`config.mk`:
```
export PLATFORM = sky130hd
export DESIGN_NAME = gru_h_update
export DESIGN_NICKNAME = d
export VERILOG_FILES = /design/src/rtl/gru_h_update.sv
export SDC_FILE = /design/constraint.sdc
export NUM_CORES = 1
export LEC_CHECK = 0
export ABC_CLOCK_PERIOD_IN_PS = 9300
export CORE_MARGIN = 5
export CORE_UTILIZATION = 54
export CTS_BUF_LIST = sky130_fd_sc_hd__clkbuf_4 sky130_fd_sc_hd__clkbuf_8
export DETAILED_ROUTE_END_ITERATION = 6
export PLACE_DENSITY_LB_ADDON = 0.2
export SLEW_MARGIN = 20
export SYNTH_ARGS = -nofsm -noshare
export SYNTH_HDL_FRONTEND = slang
export SYNTH_SLANG_ARGS = --single-unit
```
`constraint.sdc`:
```
create_clock -name clk -period 9.3 [get_ports clk]
set_input_delay 0.93 -clock clk [delete_from_list [all_inputs] [get_ports clk]]
set_output_delay 0.93 -clock clk [all_outputs]
set_load 0.02 [all_outputs]
```
`src/rtl/gru_h_update.sv`:
```
// gru_h_update -- GRU forward-pass hidden-state update.
//
// Computes h_t = h_prev + z*(h_cand - h_prev) per lane. All values are signed
// Q2.14 (1.0 = 0x4000). Lanes go one per cycle through a shared two-stage
// multiply/add pipeline. Results collect in a staging register and appear on
// `out` all together.
//
// Ports:
//   clk          rising-edge clock
//   rst          synchronous, active-high reset
//   en           start request, sampled only while busy=0
//   z            update gate; lane i is at [DATABIT*i +: DATABIT]
//   h_prev       previous hidden state, same packing
//   h_cand       candidate hidden state, same packing
//   busy         high while a vector is in flight
//   result_valid one-cycle pulse when out carries a new result
//   out          new hidden state, held between results
//
// Build option:
//   GRU_HUPD_SAT_EN  defined: clamp each lane to the DATABIT signed range.
//                    undefined: keep the low DATABIT bits (two's-complement wrap).
module gru_h_update #(
  parameter int DATABIT = 16,
  parameter int FRAC    = 14,
  parameter int LANES   = 4,
  localparam int HTNUM  = DATABIT * LANES
) (
  input  logic             clk,
  input  logic             rst,
  input  logic             en,
  input  logic [HTNUM-1:0] z,
  input  logic [HTNUM-1:0] h_prev,
  input  logic [HTNUM-1:0] h_cand,
  output logic             busy,
  output logic             result_valid,
  output logic [HTNUM-1:0] out
);

  localparam int CNT_W  = (LANES > 1) ? $clog2(LANES) : 1;
  localparam int PROD_W = 2 * DATABIT + 1;
  localparam int SUM_W  = 2 * DATABIT + 2;
  localparam logic [CNT_W-1:0] LAST_LANE = CNT_W'(LANES - 1);

`ifdef GRU_HUPD_SAT_EN
  localparam logic signed [SUM_W-1:0] SAT_MAX = SUM_W'((64'sd1 <<< (DATABIT - 1)) - 64'sd1);
  localparam logic signed [SUM_W-1:0] SAT_MIN = SUM_W'(-(64'sd1 <<< (DATABIT - 1)));
`endif

  typedef enum logic [1:0] {IDLE, RUN, DRAIN, DONE} state_t;

  state_t                    state;
  logic [CNT_W-1:0]          lane_cnt;
  logic [HTNUM-1:0]          z_q, hp_q, hc_q, stage_q;

  logic signed [DATABIT-1:0] z_p0, hp_p0, hc_p0;
  logic signed [DATABIT:0]   diff_p0;
  logic signed [PROD_W-1:0]  prod_p0;

  logic                      vld_p1;
  logic [CNT_W-1:0]          lane_p1;
  logic signed [PROD_W-1:0]  prod_p1;
  logic signed [DATABIT-1:0] hp_p1;
  logic signed [PROD_W-1:0]  scaled_p1;
  logic signed [SUM_W-1:0]   sum_p1;

  // Reduce a full-width sum to one output lane.
  function automatic logic [DATABIT-1:0] fit_lane(input logic signed [SUM_W-1:0] s);
`ifdef GRU_HUPD_SAT_EN
    if (s > SAT_MAX)
      fit_lane = SAT_MAX[DATABIT-1:0];
    else if (s < SAT_MIN)
      fit_lane = SAT_MIN[DATABIT-1:0];
    else
      fit_lane = s[DATABIT-1:0];
`else
    fit_lane = s[DATABIT-1:0];
`endif
  endfunction

  // Stage 0: select the issued lane, widen the difference, multiply by z.
  assign z_p0    = z_q[lane_cnt*DATABIT +: DATABIT];
  assign hp_p0   = hp_q[lane_cnt*DATABIT +: DATABIT];
  assign hc_p0   = hc_q[lane_cnt*DATABIT +: DATABIT];
  assign diff_p0 = {hc_p0[DATABIT-1], hc_p0} - {hp_p0[DATABIT-1], hp_p0};
  assign prod_p0 = z_p0 * diff_p0;

  // Stage 1: rescale the product (floor) and add back h_prev at full width.
  assign scaled_p1 = prod_p1 >>> FRAC;
  assign sum_p1    = scaled_p1 + hp_p1;

  always_ff @(posedge clk) begin
    if (rst) begin
      state        <= IDLE;
      lane_cnt     <= '0;
      busy         <= 1'b0;
      result_valid <= 1'b0;
      out          <= '0;
      z_q          <= '0;
      hp_q         <= '0;
      hc_q         <= '0;
      stage_q      <= '0;
      vld_p1       <= 1'b0;
      lane_p1      <= '0;
      prod_p1      <= '0;
      hp_p1        <= '0;
    end else begin
      result_valid <= 1'b0;

      vld_p1  <= (state == RUN);
      lane_p1 <= lane_cnt;
      prod_p1 <= prod_p0;
      hp_p1   <= hp_p0;

      // Stage 2: write the finished lane into the staging register.
      if (vld_p1)
        stage_q[lane_p1*DATABIT +: DATABIT] <= fit_lane(sum_p1);

      case (state)
        IDLE: begin
          if (en) begin
            z_q      <= z;
            hp_q     <= h_prev;
            hc_q     <= h_cand;
            lane_cnt <= '0;
            busy     <= 1'b1;
            state    <= RUN;
          end
        end
        RUN: begin
          lane_cnt <= lane_cnt + 1'b1;
          if (lane_cnt == LAST_LANE)
            state <= DRAIN;
        end
        DRAIN: begin
          busy  <= 1'b0;
          state <= DONE;
        end
        DONE: begin
          out          <= stage_q;
          result_valid <= 1'b1;
          // busy is already low here, so a new vector can start immediately.
          if (en) begin
            z_q      <= z;
            hp_q     <= h_prev;
            hc_q     <= h_cand;
            lane_cnt <= '0;
            busy     <= 1'b1;
            state    <= RUN;
          end else begin
            state <= IDLE;
          end
        end
        default: state <= IDLE;
      endcase
    end
  end

endmodule

```
==> impl_metrics.json, run 1 <==
{
  "dp_hpwl_mm": 53.8,
  "clock_path_buffers": 3,
  "hold_start": "hp_q[53]",
  "clkLatencyLatePin_ns": 0.66,
  "cts_sinks": 361,
  "synth_mux_area_share_pct": 7.21,
  "die_x_um": 221,
  "period_needed_ns": 9.05,
  "cpLargestDelayFamily": "adder cells",
  "cts_buffers": 56,
  "syn_to_final_growth_pct": 19.9,
  "fin_tns_setup_ns": 0,
  "synth-compound-area-share_pct": 9.80,
  "antenna_left": 0,
  "r2r_end": "prod_p1[29]",
  "ys_seq_area_share_pct": 29.9,
  "first_pass_iters": 7,
  "hold_path_class": "flip-flop to flip-flop",
  "grt_pass1_vias": 20100,
  "ys_warn_count": 0,
  "required_ns": 9.88,
  "synthFlopType": "dfxtp_1",
  "r2r_setup_slack_ns": 0.25,
  "antenna_found_initial": 1,
  "gp_congestion": 0.998,
  "crit_slowest_cell": "xnor2_1",
  "grt_pass1_wl_mm": 109,
  "cpMostUsedCell": "fa_1",
  "yosys.area_share.adder_pct": 27.0,
  "worstHoldPathCells": 2,
  "rr_startpoint": "lane_cnt[0]",
  "finalNetCount": 3561,
  "grt_overflow_total": 0,
  "fin_util_pct": 65.4,
  "period_share_pct": 97.4,
  "postCtsHoldBufs": 0,
  "ys_async_sr_fraction_pct": 0,
  "crit_type": "flip-flop to flip-flop",
  "drt-total-wl_mm": 69.2,
  "min_to": "hp_q[53]",
  "chipHeight_um": 221,
  "crit_arrival_ns": 9.64,
  "tritoncts": "done",
  "setup_viol": 0,
  "cts-root-buf": "clkbuf_8",
  "clk_pin_slew_worst_paths_ns": 0.06,
  "path_buf_inv": 7,
  "status": "completed",
  "netlist.area_leader.share_pct": 29.9,
  "drt-initial-drc-count": 1646,
  "synth_edf_count": 0,
  "htree_levels": 2,
  "yosysUniqueCellTypes": 63,
  "max-slew-margin-rel_pct": 27.2,
  "tightest_slew_ns": 1.09,
  "via_count": 19700,
  "fmax_mhz": 110,
  "maxSlewViolCount": 0,
  "endpoint_kind": "flip-flop",
  "design.core.area_um2": 44200,
  "synth_top_family_by_area": "adder cells",
  "synth-simple-area-share_pct": 15.6,
  "maxCapViolCount": 0,
  "io_pins": 261,
  "reg2reg_depth": 32,
  "syn_area_um2": 24100,
  "hold_violations": 0,
  "synthCells": 2740,
  "yosys.area.top_type": "dfxtp_1",
  "fin_cells": 3631,
  "dp.cells": 3518,
  "synthesis.nets": 3307,
  "drc": 0,
  "synth_area_leaders": "dfxtp_1, fa_1, nand2_1, ha_1, inv_1",
  "wire_per_inst_um": 19.1,
  "io_buffers": 260,
  "cp_max_fo": 8,
  "via_per_inst": 5.43,
  "dieArea_um2": 49000,
  "grt_max_degree": 159,
  "synth-xor-area-share_pct": 3.07,
  "synth-seq-cells": 361,
  "layout-drive-gt1-share_pct": 8.59,
  "cp-start-kind": "flip-flop",
  "cp_slowest_stage_delay_ns": 0.59,
  "synth.avg_cell_area_um2": 8.81,
  "grt.total_usage_pct": 27.5,
  "row_count": 77,
  "start_util_pct": 54.6,
  "finClkSkew_ns": 0.0268
}
worst max path at each step:
stage                            from     endpoint  depth (start not counted)
after floorplan           lane_cnt[0]  prod_p1[29]                         37
after global placement    lane_cnt[0]  prod_p1[29]                         34
after detailed placement  lane_cnt[0]  prod_p1[29]                         33
after CTS                 lane_cnt[0]  prod_p1[29]                         34
after global routing      lane_cnt[0]  prod_p1[29]                         35
final                     lane_cnt[0]  prod_p1[29]                         32
worst register-to-register path, delay by kind of cell (launching register included):
family                   cells  cell delay (ns)
AND/OR/NAND/NOR              3             0.39
multiplexers                 1             0.51
adder cells (fa/ha/maj)      8             3.73
buffers and inverters        7             0.85
flip-flops                   1             0.41
AO/OA/AOI/OAI               10             1.95
XOR/XNOR                     3             1.12
layout by cell type, fill, tap and decap left out, types with 5 or more instances in the layout:
cell             synthesis  layout
nand2_1                528     528
dfxtp_1                361     359
inv_1                  337     337
nor2_1                 302     300
clkdlybuf4s50_1          0     259
fa_1                   247     246
a21oi_1                231     228
ha_1                   125     122
mux2i_1                 77      77
clkbuf_8                 0      68
buf_4                    0      65
xnor2_1                 53      51
a22oi_1                 51      51
mux4_2                  38      38
xor2_1                  29      27
o21ai_0                 26      24
nor2b_1                 24      23
a21o_1                  24      23
and2_1                  21      21
clkbuf_4                 0      19
nand2b_1                13      12
nor3_1                  12      11
mux2_2                  10      10
o21a_1                  10      10
clkinv_2                 0       9
o21bai_1                 8       8
a2bb2oi_1                8       8
o21ai_1                  8       7
nand3b_1                 7       7
or2_2                    5       5
synthesized netlist by cell type (5+ instances only):
cell / number
xnor2_1: 53
o21bai_1: 8
clkbuf_1: 119
nand3b_1: 7
nor2_1: 302
nor2b_1: 24
mux4_2: 38
buf_1: 11
nand2_1: 528
a22oi_1: 51
a2bb2oi_1: 8
xor2_1: 29
dfxtp_1: 361
fa_1: 247
a21oi_1: 231
a21o_1: 24
or2_2: 5
nor3_1: 12
o21ai_0: 26
o21ai_1: 8
nand2b_1: 13
o21a_1: 10
mux2i_1: 77
ha_1: 125
mux2_2: 10
inv_1: 337
and2_1: 21
registers in the layout, summed over array words and instances (netlist names), 2 cells and up:
register / count
hc_q: 64
hp_p1: 16
hp_q: 64
lane_cnt: 2
lane_p1: 2
out: 64
prod_p1: 16
stage_q: 64
state: 2
z_q: 64
metrics by stage:
stage	area [µm²]	hold slack, ns	setup slack, ns
5_1_grt	28900	0.468	-0.0387
4_1_cts	28800	0.452	0.0192
3_3_place_gp	27500	0.441	0.250
3_5_place_dp	27500	0.444	-0.0259
2_1_floorplan	24200	0.433	0.0337
6_report	28900	0.452	0.246
kinds of logic after synthesis:
family                     count (synthesis)
xor gates and xnor gates                  83
buffers and inverters                    472
DFF                                      361
AOI/OAI and AO/OA                        395
and+or+nand+nor                          932
muxes                                    125
adders and majority gates                372
layout make-up:
type                            instances  area [µm²]
Sequential cell                       361        7230
Tap cell                              592         741
Fill cell                            3618       15300
Clock buffer                           87        1080
Timing Repair Buffer                  331        3210
Antenna cell                            1        2.50
Multi-Input combinational cell       1907       15200
Clock inverter                         15         159
Inverter                              337        1260
repair_timing:
action / 4_1_cts / 5_1_grt
endpoints found under the setup margin: 1 / 8
gates cloned: 1 / 0
resized for setup: 4 / 19
pin swaps: 1 / 10
endpoints found under the hold margin: 0 / 0
buffers inserted: 0 / 9
routing by layer:
layer	GRT usage [%]	vias up	part of all wire, %
li1	-	9219	-
met1	36.5	9642	42
met2	46.0	722	48
met3	5.65	121	7.5
met4	8.10	0	2.9
met5	0	-	0
Power of run 1 is not shown: default switching activity piles up to over one toggle a cycle in this logic, so the estimate is an artifact.
==> run 2: changes to the inputs <==
SLEW_MARGIN = 10   (was 20)
==> results of run 2 <==
Same layout as run 1: the final DEF is identical, and so are final timing and power.
Power of run 2 is left out for the same reason.
